File: src/rtl/bcd_disp_pkg.sv
`default_nettype none
// ============================================================================
// Module   : bcd_disp_pkg
// Purpose  : Shared types, constants and constant functions for the scanned
//            BCD display path.
// Revision : 1.0 - initial release
// ============================================================================
package bcd_disp_pkg;

    typedef enum logic [1:0] {
        IDLE   = 2'd0,
        CONV   = 2'd1,
        COMMIT = 2'd2
    } state_t;

    // Segment patterns are listed a..g, MSB = segment a, active-low
    localparam logic [6:0] SEG_OFF  = 7'b1111111;
    localparam logic [6:0] SEG_ZERO = 7'b0000001;

    function automatic logic [63:0] pow10(input int n);
        logic [63:0] r;
        r = 64'd1;
        for (int i = 0; i < n; i++) begin
            r = r * 64'd10;
        end
        return r;
    endfunction

    function automatic int clog2(input int v);
        int r;
        r = 0;
        for (int i = 0; i < 31; i++) begin
            if ((1 << i) < v) begin
                r = i + 1;
            end
        end
        return r;
    endfunction

endpackage
`default_nettype wire

File: src/rtl/bcd_scan_display_bcd_module.sv
`default_nettype none
// ============================================================================
// Module   : BCD_module
// Purpose  : 4-bit BCD to active-low 7-segment decoder (a..g); non-decimal
//            codes turn every segment off.
// Revision : 1.0 - initial release
// ============================================================================
module BCD_module
    import bcd_disp_pkg::*;
(
    input  logic [3:0] i_bcd,
    output logic [0:6] o_seg
);

    always_comb begin
        o_seg = SEG_OFF;
        case (i_bcd)
            4'd0:    o_seg = SEG_ZERO;
            4'd1:    o_seg = 7'b1001111;
            4'd2:    o_seg = 7'b0010010;
            4'd3:    o_seg = 7'b0000110;
            4'd4:    o_seg = 7'b1001100;
            4'd5:    o_seg = 7'b0100100;
            4'd6:    o_seg = 7'b0100000;
            4'd7:    o_seg = 7'b0001111;
            4'd8:    o_seg = 7'b0000000;
            4'd9:    o_seg = 7'b0000100;
            default: o_seg = SEG_OFF;
        endcase
    end

endmodule
`default_nettype wire

File: src/rtl/bcd_scan_display.sv
`default_nettype none
// ============================================================================
// Module   : bcd_scan_display
// Purpose  : Iterative binary-to-BCD converter feeding a time-multiplexed
//            common-anode 7-segment bank with leading-zero blanking.
// Revision : 1.0 - initial release
// ============================================================================
module bcd_scan_display
    import bcd_disp_pkg::*;
#(
    parameter int N_in        = 14,
    parameter int N_digits    = 4,
    parameter int N_out       = 7,
    parameter int REFRESH_DIV = 50000
) (
    input  logic                clk,
    input  logic                rst_n,
    input  logic [N_in-1:0]     bin_in,
    input  logic                load,
    input  logic                blank_lz,
    output logic                busy,
    output logic                done,
    output logic                overflow,
    output logic [0:N_out-1]    seg,
    output logic [N_digits-1:0] an
);

    localparam int c_BCD_W = 4 * N_digits + 4;
    localparam int c_CNT_W = clog2(N_in + 1);
    localparam int c_REF_W = clog2(REFRESH_DIV);
    localparam int c_IDX_W = (N_digits > 1) ? clog2(N_digits) : 1;

    localparam logic [63:0]             c_MAX_VAL   = pow10(N_digits) - 64'd1;
    localparam logic [c_CNT_W-1:0]      c_LAST_BIT  = c_CNT_W'(N_in - 1);
    localparam logic [c_REF_W-1:0]      c_LAST_REF  = c_REF_W'(REFRESH_DIV - 1);
    localparam logic [c_IDX_W-1:0]      c_LAST_IDX  = c_IDX_W'(N_digits - 1);
    localparam logic [N_digits-1:0]     c_AN_UNIT   = N_digits'(1);
    localparam logic [4*N_digits-1:0]   c_ALL_NINES = {N_digits{4'd9}};

    state_t                 r_state, w_state_next;
    logic [N_in-1:0]        r_shift;
    logic [c_BCD_W-1:0]     r_bcd, w_adj, w_bcd_next;
    logic [c_CNT_W-1:0]     r_bit_cnt;
    logic                   r_ovf_pend, r_ovf;
    logic                   w_bin_ovf, w_ovf_now;
    logic [4*N_digits-1:0]  r_digits;

    logic [c_REF_W-1:0]     r_ref;
    logic [c_IDX_W-1:0]     r_idx, w_idx_next;
    logic [N_digits-1:0]    r_an;
    logic [0:N_out-1]       r_seg, w_seg_lit, w_seg_zero, w_seg_next;
    logic [0:6]             w_seg_dec;
    logic [3:0]             w_digit [N_digits];
    logic [N_digits-1:0]    w_zero_from;
    logic                   w_run, w_blank;

    // ---------------- conversion engine ----------------
    always_ff @(posedge clk or negedge rst_n) begin
        if (!rst_n) begin
            r_state <= IDLE;
        end else begin
            r_state <= w_state_next;
        end
    end

    always_comb begin
        w_state_next = r_state;
        busy         = 1'b0;
        done         = 1'b0;
        case (r_state)
            IDLE: begin
                if (load) w_state_next = CONV;
            end
            CONV: begin
                busy = 1'b1;
                if (r_bit_cnt == c_LAST_BIT) w_state_next = COMMIT;
            end
            COMMIT: begin
                busy         = 1'b1;
                done         = 1'b1;
                w_state_next = IDLE;
            end
            default: w_state_next = IDLE;
        endcase
    end

    for (genvar j = 0; j < N_digits + 1; j++) begin : g_add3
        assign w_adj[4*j +: 4] = (r_bcd[4*j +: 4] >= 4'd5) ? r_bcd[4*j +: 4] + 4'd3
                                                            : r_bcd[4*j +: 4];
    end

    assign w_bcd_next = {w_adj[c_BCD_W-2:0], r_shift[N_in-1]};
    assign w_bin_ovf  = (64'(bin_in) > c_MAX_VAL);
    // A set bit leaving the guard nibble can only mean the value is out of range
    assign w_ovf_now  = r_ovf_pend | w_adj[c_BCD_W-1];

    always_ff @(posedge clk or negedge rst_n) begin
        if (!rst_n) begin
            r_shift    <= '0;
            r_bcd      <= '0;
            r_bit_cnt  <= '0;
            r_ovf_pend <= 1'b0;
            r_digits   <= '0;
            r_ovf      <= 1'b0;
        end else begin
            case (r_state)
                IDLE: begin
                    if (load) begin
                        r_shift    <= bin_in;
                        r_bcd      <= '0;
                        r_bit_cnt  <= '0;
                        r_ovf_pend <= w_bin_ovf;
                    end
                end
                CONV: begin
                    r_shift    <= r_shift << 1;
                    r_bcd      <= w_bcd_next;
                    r_bit_cnt  <= r_bit_cnt + c_CNT_W'(1);
                    r_ovf_pend <= w_ovf_now;
                    // Digits land on the final shift so done coincides with them
                    if (r_bit_cnt == c_LAST_BIT) begin
                        r_digits <= w_ovf_now ? c_ALL_NINES : w_bcd_next[4*N_digits-1:0];
                        r_ovf    <= w_ovf_now;
                    end
                end
                default: ;
            endcase
        end
    end

    assign overflow = r_ovf;

    // ---------------- display scanner ----------------
    for (genvar i = 0; i < N_digits; i++) begin : g_digit
        assign w_digit[i] = r_digits[4*i +: 4];
    end

    always_comb begin
        w_zero_from = '0;
        w_run       = 1'b1;
        for (int i = N_digits - 1; i >= 0; i--) begin
            w_run          = w_run & (r_digits[4*i +: 4] == 4'd0);
            w_zero_from[i] = w_run;
        end
    end

    assign w_idx_next = (r_idx == c_LAST_IDX) ? '0 : r_idx + c_IDX_W'(1);
    assign w_blank    = blank_lz && (w_idx_next != '0) && w_zero_from[w_idx_next];

    BCD_module u_dec (
        .i_bcd (w_digit[w_idx_next]),
        .o_seg (w_seg_dec)
    );

    for (genvar i = 0; i < N_out; i++) begin : g_seg_bits
        if (i < 7) begin : g_lit
            assign w_seg_lit[i]  = w_seg_dec[i];
            assign w_seg_zero[i] = SEG_ZERO[6-i];
        end else begin : g_pad
            assign w_seg_lit[i]  = 1'b1;
            assign w_seg_zero[i] = 1'b1;
        end
    end

    assign w_seg_next = w_blank ? '1 : w_seg_lit;

    // Segments are decoded for the upcoming index so seg and an move together
    always_ff @(posedge clk or negedge rst_n) begin
        if (!rst_n) begin
            r_ref <= '0;
            r_idx <= '0;
            r_an  <= ~c_AN_UNIT;
            r_seg <= w_seg_zero;
        end else if (r_ref == c_LAST_REF) begin
            r_ref <= '0;
            r_idx <= w_idx_next;
            r_an  <= ~(c_AN_UNIT << w_idx_next);
            r_seg <= w_seg_next;
        end else begin
            r_ref <= r_ref + c_REF_W'(1);
        end
    end

    assign an  = r_an;
    assign seg = r_seg;

endmodule
`default_nettype wire

File: config.mk
export PLATFORM = sky130hd
export DESIGN_NAME = bcd_scan_display
export DESIGN_NICKNAME = d
export VERILOG_FILES = /design/src/rtl/bcd_disp_pkg.sv /design/src/rtl/bcd_scan_display_bcd_module.sv /design/src/rtl/bcd_scan_display.sv
export SDC_FILE = /design/constraint.sdc
export NUM_CORES = 1
export LEC_CHECK = 0
export ABC_CLOCK_PERIOD_IN_PS = 4500
export CAP_MARGIN = 20
export CORE_MARGIN = 2
export CORE_UTILIZATION = 40
export DETAILED_ROUTE_END_ITERATION = 12
export HOLD_SLACK_MARGIN = 0.06
export SYNTH_ARGS = -nofsm -noshare
export SYNTH_HDL_FRONTEND = slang
export SYNTH_SLANG_ARGS = --single-unit
File: constraint.sdc
create_clock -name clk -period 4.5 [get_ports clk]
set_input_delay 0.45 -clock clk [delete_from_list [all_inputs] [get_ports clk]]
set_output_delay 0.45 -clock clk [all_outputs]
set_load 0.1 [all_outputs]
* Yosys cells after proc, flatten, opt, wreduce, memory -nomap -nowiden
Memories as Yosys holds them, arrays and structs flattened.
Cells that the tools add are included.
Widths: inputs -> output; s select.
** Word-level totals
- Register bits :: 87
- Memory bits (read-only) :: 112
- Memories kept :: 1
- Input bits :: 18
- Word-level logic and storage cells :: 82
** Cells by class
- Equality and inequality tests :: 7
- Shift-type cells :: 1
- Mux-type cells :: 27
- Add/sub/neg operators :: 8
- Reduce and logical (&&, ||, !) cells :: 13
- Bitwise gates (word level) :: 6
- $lt $le $gt $ge :: 8
** Memory list
- (no name shown) :: words 16, width 7, rd ports 1, clocked after memory_dff 0, wr ports 0, RTL line bcd_scan_display_bcd_module.sv:17 : case (i_bcd)
** Operators by type and width (number)
- $pmux 20 s2 :: 1
- $mux 16 :: 2
- $mux 4 :: 8
- $pmux 14 s2 :: 1
- $add 4x2->4 const B :: 5
- $ge 4x3->1 const B :: 5
- $mux 20 :: 1
- $add 16x1->16 const B :: 1
- $eq 16x16->1 const B :: 1
- $logic_not 4->1 :: 4
- $gt 14x14->1 const B :: 1
- $mux 14 :: 1
- $bmux 4 s2 :: 1
- $pmux 4 s2 :: 1
- $mux 7 :: 1
- $mux 2 :: 3
- $reduce_and 2->1 :: 3
- $add 4x1->4 const B :: 1
- $eq 2x2->1 const B :: 2
- $eq 4x4->1 const B :: 1
- $mux 1 :: 4
- $ne 2x2->1 const B :: 2
- $not 4->4 :: 1
- $pmux 2 s2 :: 1
- other kinds (14) :: 18

* Longest topological paths before layout
Gate-level depths: netlist of run 1.
- Word-level depth :: 8
- Depth in mapped cells :: 10
- Depth with buffers taken out :: 9

* Cells and area by module
A second synthesis of run 1 with hierarchy kept.
** Second synthesis, totals
- Cell total of the unflattened synthesis :: 451
- Area, all modules :: 4615.7 sq um
** By module, submodules not included
- bcd_scan_display :: area each 4405.5 sq um, seq. area each 2182.1 sq um, times used 1, cells an instance 418
- BCD_module :: area each 210.2 sq um, seq. area each 0.0 sq um, times used 1, cells an instance 33

* Worst setup path before layout of run 1
OpenSTA, ideal clock, no wires.
- Kind :: register to register
- Start point :: register r_idx[0]
- End point :: register r_seg, in the netlist seg[6]
- Cell stages (with the launch flop) :: 8
- Data arrival time :: 2.165 ns
- Path slack :: 2.253 ns
- Setup time :: 0.082 ns
- Period minus slack after synthesis :: 2.247 ns
- Data required time :: 4.418 ns
- Path buffers :: 0
- Cells stage by stage :: dfrtp_1 ha_1 nor2_4 mux4_2 ha_1 a21oi_1 a21oi_2 mux2_4
** On the way
- Longest elaborated chain between the ends :: 8
- Elaborated cells between the ends (all ways) :: 14
- Classes of those cells :: add/sub (1); eq/ne (1); mux (7); bitwise (1); reduce/logical (3); memory (1)
** RTL lines
- start, declared :: RTL line bcd_scan_display.sv:49 : logic [c_IDX_W-1:0] r_idx, w_idx_next;
- start signal, assigned :: RTL line bcd_scan_display.sv:176 : r_idx <= w_idx_next;
- $add 2x1->2 or $eq 2x2->1 (tied branches) :: RTL line bcd_scan_display.sv:147 : assign w_idx_next = (r_idx == c_LAST_IDX) ? '0 : r_idx + c_IDX_W'(1);
- $mux 2 * :: RTL line bcd_scan_display.sv:147
- $not 2->3 (implied by the code) :: RTL line bcd_scan_display.sv:151 : .i_bcd (w_digit[w_idx_next]),
- $bmux 4 s2 :: RTL line bcd_scan_display.sv:151
- $mux 4 (implied by the code) (2 in a row) :: RTL line bcd_scan_display.sv:151
- $mem_v2 16x7
- $mux 7 * :: RTL line bcd_scan_display.sv:165 : assign w_seg_next = w_blank ? '1 : w_seg_lit;
- end signal, assigned :: RTL line bcd_scan_display.sv:173 : r_seg <= w_seg_zero;
- end signal, assigned :: RTL line bcd_scan_display.sv:178 : r_seg <= w_seg_next;
- end, declared :: RTL line bcd_scan_display.sv:51 : logic [0:N_out-1] r_seg, w_seg_lit, w_seg_zero, w_seg_next;
Every way passes the cells marked *; elsewhere a longest branch is shown, timed or not. The select of a mux whose other input is x is not followed.
A chain may end at the register's enable or synchronous reset.

* Final worst setup path of run 1
- Start point :: input load
- End point :: register r_bcd[11]
** On the way
- Longest elaborated chain between the ends :: 2
** RTL lines
- start, declared :: RTL line bcd_scan_display.sv:19 : input logic load,
- $ne 2x2->1 (no source line)
- $reduce_and 2->1 (no source line)
- end signal, assigned :: RTL line bcd_scan_display.sv:117 : r_bcd <= w_bcd_next;
- end, declared :: RTL line bcd_scan_display.sv:42 : logic [c_BCD_W-1:0] r_bcd, w_adj, w_bcd_next;
No other way between the ends.

==> run metrics, run 1 <==
crit path DAT 2.94 ns; Horiz. Die Dim 110.9 µm; number of buffers added on ports 31; Post-CTS Repair Setup Buffers 0; end of the worst hold path an[3]; Post-synth top flop dfrtp_1; GRT Resource Usage Total 0.1672; final setup fails 0; Area Overhead vs Synth 16.91%; wire length of the first global-routing pass 17110 µm; CTS Buf Count 9; CP Max Fanout 34; Slew Limit Fails 0; Syn Area/Cell 9.751 µm²; pin count of the biggest net entering global routing 73; DRC viols 0; reg-to-reg slack, setup 1.85 ns; total grt overflow 0; # IOs 32; final RePlAce weighted congestion 0.8036; power per standard cell area 516.5 nW/µm²; die area 12300 µm²; clk slew on worst S/H paths 0.06 ns; sequential area share after synthesis 0.4772; H-tree Lvls 3; vias in the first global route 3525; fmax 368.6 MHz; post-DP HPWL 6573 µm; length of the first detailed-routing pass in iterations 4; hold path depth 2; Hold Slack 0.4832 ns; Leak 2.259 nW; Mapped Cells 469; worst hold path class flop to flop; layout cells sized above 1 0.07555; synthesized area 4573 µm²; Nets 542; skew final 0.007473 ns; r2r startpoint r_state[0]; Vias 3541; CP Data Required Time 4.73 ns; CP endpoint kind flop; min Tclk post-route 2.713 ns; CP Class input pin to flop; Yosys cell types 46; Seq cells post-synth 87; HP Start an[3]; most frequent cells in the layout dfrtp_1, nand2_1, o21ai_0; reg2reg path depth 8; per-cell routed wire length 14.78 µm; Least-Margin Pin Slew 1.015 ns; CP startpoint kind input pin; Final Hold Viols 0; Final Cycle Share 0.6029; Syn Nets 513; initial antenna violation count 0; Worst VDD drop 0.2206 mV; commonest non-fill, non-tap cell in the layout dfrtp_1; fillers 1064; reg2reg end r_bcd[11]; Antenna diodes 0; status completed; Die Ht 110.9 µm; Slew HR 0.3217; YS warnings 0; CTS Buffer Depth 2; Power Total 2.761 mW; RSZ-0062 raised after global routing no; Core ar. 11270 µm²; final wirelength 9549 µm; clk_lat worst skew 0.33 ns; max_cap viols 0; CTS tree built; Via density 5.481; ys async rst share 1.000; Final TNS setup 0 ns; CTS Root Cell clkbuf_16; DRT iter0 DRCs 218; clk sinks 87; DRT antenna net count 0; Post-synth EDFFs 0; Initial Utilization 0.4057; Rows 39
==> flip-flops by register name, summed over array words and instances (netlist names), 2 cells and up <==
name,count
r_idx,2
r_state,2
an,4
r_ref,16
r_shift,14
r_bit_cnt,4
r_digits,16
seg,7
r_bcd,20
==> per-layer routing <==
layer  global-route usage  wire, µm  part of all wire
met5                    0         0                 0
met4              0.04250        37            0.0039
met3              0.03718       314             0.033
met2               0.2622      4437              0.46
met1               0.2364      4760              0.50
==> power breakdown <==
group	switching, mW	leakage (nW)	internal, mW
sequential	0.137	1.12	0.927
clock	0.289	0.161	0.542
combinational	0.535	0.983	0.332
==> cell usage after synthesis, drive strengths merged, types with 5 or more instances <==
cell / number / area share
mux2i: 7 / 0.015
xor2: 11 / 0.021
a31oi: 7 / 0.0096
nand2: 50 / 0.041
a22o: 7 / 0.013
o22a: 7 / 0.013
inv: 19 / 0.016
mux2: 7 / 0.018
dfrtp: 83 / 0.45
o22ai: 21 / 0.029
nand3b: 6 / 0.0098
xnor2: 9 / 0.017
nand3: 18 / 0.020
clkbuf: 17 / 0.016
nor2: 31 / 0.027
nand2b: 10 / 0.014
o21ai: 41 / 0.045
ha: 26 / 0.071
nor4: 5 / 0.0068
o31ai: 6 / 0.0098
a21oi: 37 / 0.041
nor3: 11 / 0.012
==> how the worst max path moves through the flow <==
stage / startpoint / endpoint / slack [ns]
after floorplan: r_idx[0] / seg[6] / 2.25
after global placement: load / r_bcd[7] / 1.54
after detailed placement: load / r_bcd[11] / 1.47
after CTS: load / r_bcd[11] / 1.83
after global routing: r_state[0] / r_bcd[7] / 1.51
final: load / r_bcd[11] / 1.79
==> logic make-up (layout without fill, tap and decap cells) <==
group / count (synthesis) / in the layout / synth area share
and+or+nand+nor: 153 / 153 / 0.1680
adders and majority gates: 26 / 26 / 0.07113
buffers and inverters: 37 / 71 / 0.03420
DFF: 87 / 87 / 0.4772
AOI/OAI and AO/OA: 130 / 130 / 0.1680
xor gates and xnor gates: 20 / 20 / 0.03830
muxes: 16 / 16 / 0.04323
==> critical path, stage by stage <==
cell and delay, ns:
clkdlybuf4s50_1 0.70, nand2b_1 0.51, nand2_1 0.74, nor3_1 0.35, o21ai_0 0.10, o21ai_0 0.08
==> stage by stage <==
step | instances | instance area (µm²) | setup slack, ns | util
after CTS | 646 | 5346 | 1.829 | 0.4743
after floorplan | 469 | 4573 | 2.253 | -
final | 646 | 5346 | 1.787 | 0.4743
after global placement | 629 | 5005 | 1.542 | 0.4440
after detailed placement | 629 | 5005 | 1.473 | 0.4440
after global routing | 646 | 5346 | 1.507 | 0.4743
==> area by class of cell <==
type                       count  area, µm²  share of cell area
multi-input combinational    345       2235              0.4180
sequential                    87       2182              0.4081
timing repair buffer          36      347.8             0.06506
clock buffer                  12      236.5             0.04423
tap                          143      178.9             0.03347
clock inverter                 4      95.09             0.01779
inverter                      19      71.32             0.01334
==> repair_timing <==
action                    CTS  global route
hold buffers                1             0
hold endpoints to repair   15             0
resized for setup           0             0
(Power assumes the default switching activity.)
==> inputs of run 2 (changes only) <==
--- a/config.mk
+++ b/config.mk
@@ -5,7 +5,7 @@
 export SDC_FILE = /design/constraint.sdc
 export NUM_CORES = 1
 export LEC_CHECK = 0
-export ABC_CLOCK_PERIOD_IN_PS = 4500
+export ABC_CLOCK_PERIOD_IN_PS = 2300
 export CAP_MARGIN = 20
 export CORE_MARGIN = 2
 export CORE_UTILIZATION = 40
==> constraint.sdc (replaced) <==
create_clock -name clk -period 2.3 [get_ports clk]
set_input_delay 0.23 -clock clk [delete_from_list [all_inputs] [get_ports clk]]
set_output_delay 0.23 -clock clk [all_outputs]
set_load 0.1 [all_outputs]
==> run metrics, run 2 (synthesized netlist as in run 1, its figures left out) <==
status completed; fmax 468.7 MHz; CTS Root Cell clkbuf_16; Initial Utilization 0.4057; number of buffers added on ports 31; Antenna diodes 0; Largest Register r_bcd; placed instance area 5087 µm²; DRT iter0 DRCs 207; CP startpoint kind flop; CP endpoint kind flop; power per standard cell area 965.1 nW/µm²; die area 12300 µm²; CTS Buf Count 9; post-DP HPWL 7085 µm; Least-Margin Pin Slew 0.6975 ns; Worst VDD drop 0.5967 mV; Core ar. 11270 µm²; Die Ht 110.9 µm; Regs by FF count r_bcd (20), r_digits (16), r_ref (16); CP max stage delay 0.40 ns; vias in the first global route 3596; crit path DAT 2.40 ns; WP buf/inv 2; max_cap viols 0; combinational power share 0.345; Horiz. Die Dim 110.9 µm; pin count of the biggest net entering global routing 38; final wirelength 9848 µm; Final Cycle Share 0.9277; switching part of the total 0.3665; CP Cell Sequence inv_1 -> ha_4 -> mux2i_1 -> mux2_4 -> inv_1 -> ha_1 -> a21oi_2 -> a21oi_2 -> mux2_4; per-cell routed wire length 14.90 µm; final setup fails 0; Final Cell Area 5395 µm²; Slew HR 0.5217; NetSw 1.908 mW; internal power 3.299 mW; layout cells sized above 1 0.1351; max reg flops 20; CTS tree built; Via density 5.440; H-tree Lvls 3; Final Hold Viols 0; total grt overflow 0; Vias 3596; Area Overhead vs Synth 17.98%; Flop pwr share 0.400; worst hold path class input pin to async pin; reg-to-reg slack, setup 0.17 ns; DRT antenna net count 0; # IOs 32; most frequent cells in the layout dfrtp_1, nand2_1, o21ai_0; CP Max Fanout 9; Nets 557; RSZ-0062 raised after global routing yes; clk sinks 87; GRT Resource Usage Total 0.1734; commonest non-fill, non-tap cell in the layout dfrtp_1; min Tclk post-route 2.134 ns; skew final 0.006398 ns; wire length of the first global-routing pass 17580 µm; final RePlAce weighted congestion 0.8417; DRC viols 0; clk_lat worst skew 0.34 ns; length of the first detailed-routing pass in iterations 4; critical path's top delay family multiplexers; initial antenna violation count 0; clock group share of total power 0.255; CTS Buffer Depth 2; Slew Limit Fails 0; clk slew on worst S/H paths 0.06 ns; CP Class flop to flop; Leak 2.333 nW; CP Data Required Time 2.57 ns; Rows 39; critical path's slowest cell dfrtp_1; Final TNS setup 0 ns
==> run 2: cell count changes in the layout (fill, tap and decap cells not counted), moves of 2 or more <==
cell / delta
a21oi_1: -2
a21oi_2: +2
buf_4: +28
bufinv_16: -3
clkdlybuf4s50_1: -14
ha_1: -2
==> run 2: power groups by stage <==
stage	logic [mW]	clock network (mW)	registers, mW
floorplan	1.29	0	2.05
global placement	1.75	0	2.09
detailed placement	1.80	0	2.10
CTS	1.80	1.37	2.08
global route	2.05	1.44	2.13
finish	1.80	1.33	2.08
==> run 2: per-layer routing <==
metal,vias to the layer above,share of wire,wire [µm],track usage
met4,0,0.012,123,0.05250
met1,1751,0.49,4858,0.2416
met3,11,0.032,320,0.04046
met2,62,0.46,4545,0.2708
li1,1772,-,-,-
met5,-,0,0,0
==> run 2: path summary, 6_finish.rpt <==
check / from / endpoint / cells after the start
min in group clk: an[2] / an[2] / 2
worst min register to register: an[2] / an[2] / 2
max in group asynchronous: rst_n / seg[6] / 3
worst max register to register: r_idx[0] / seg[6] / 9
worst max-delay path: r_idx[0] / seg[6] / 9
worst min-delay path: rst_n / r_digits[6] / 2
==> run 2: metrics by stage <==
stage	instances	util	hold WS [ns]	total power, mW	worst slack [ns]
6_report	661	0.4786	0.3692	5.207	0.1662
5_1_grt	661	0.4786	0.4246	5.613	-0.007992
4_1_cts	660	0.4759	0.3902	5.252	0.007795
3_5_place_dp	643	0.4513	0.1942	3.902	-0.06129
3_3_place_gp	643	0.4513	0.1962	3.837	0.04243
2_1_floorplan	469	-	-0.06559	3.338	0.05300
==> run 2: layout make-up <==
type	instances	area, µm²
fill	1081	5877
timing repair buffer	51	437.9
multi-input combinational	345	2261
clock buffer	14	254.0
sequential	87	2182
inverter	19	71.32
tap	143	178.9
clock inverter	2	10.01
==> run 2: what timing repair did <==
item                                    4_1_cts  5_1_grt
gates resized for setup                       1        5
hold endpoints to repair                     29        0
endpoints found under the setup margin        3        5
hold buffers                                  1        0
buffers inserted                              0        1
pin swaps                                     0        0
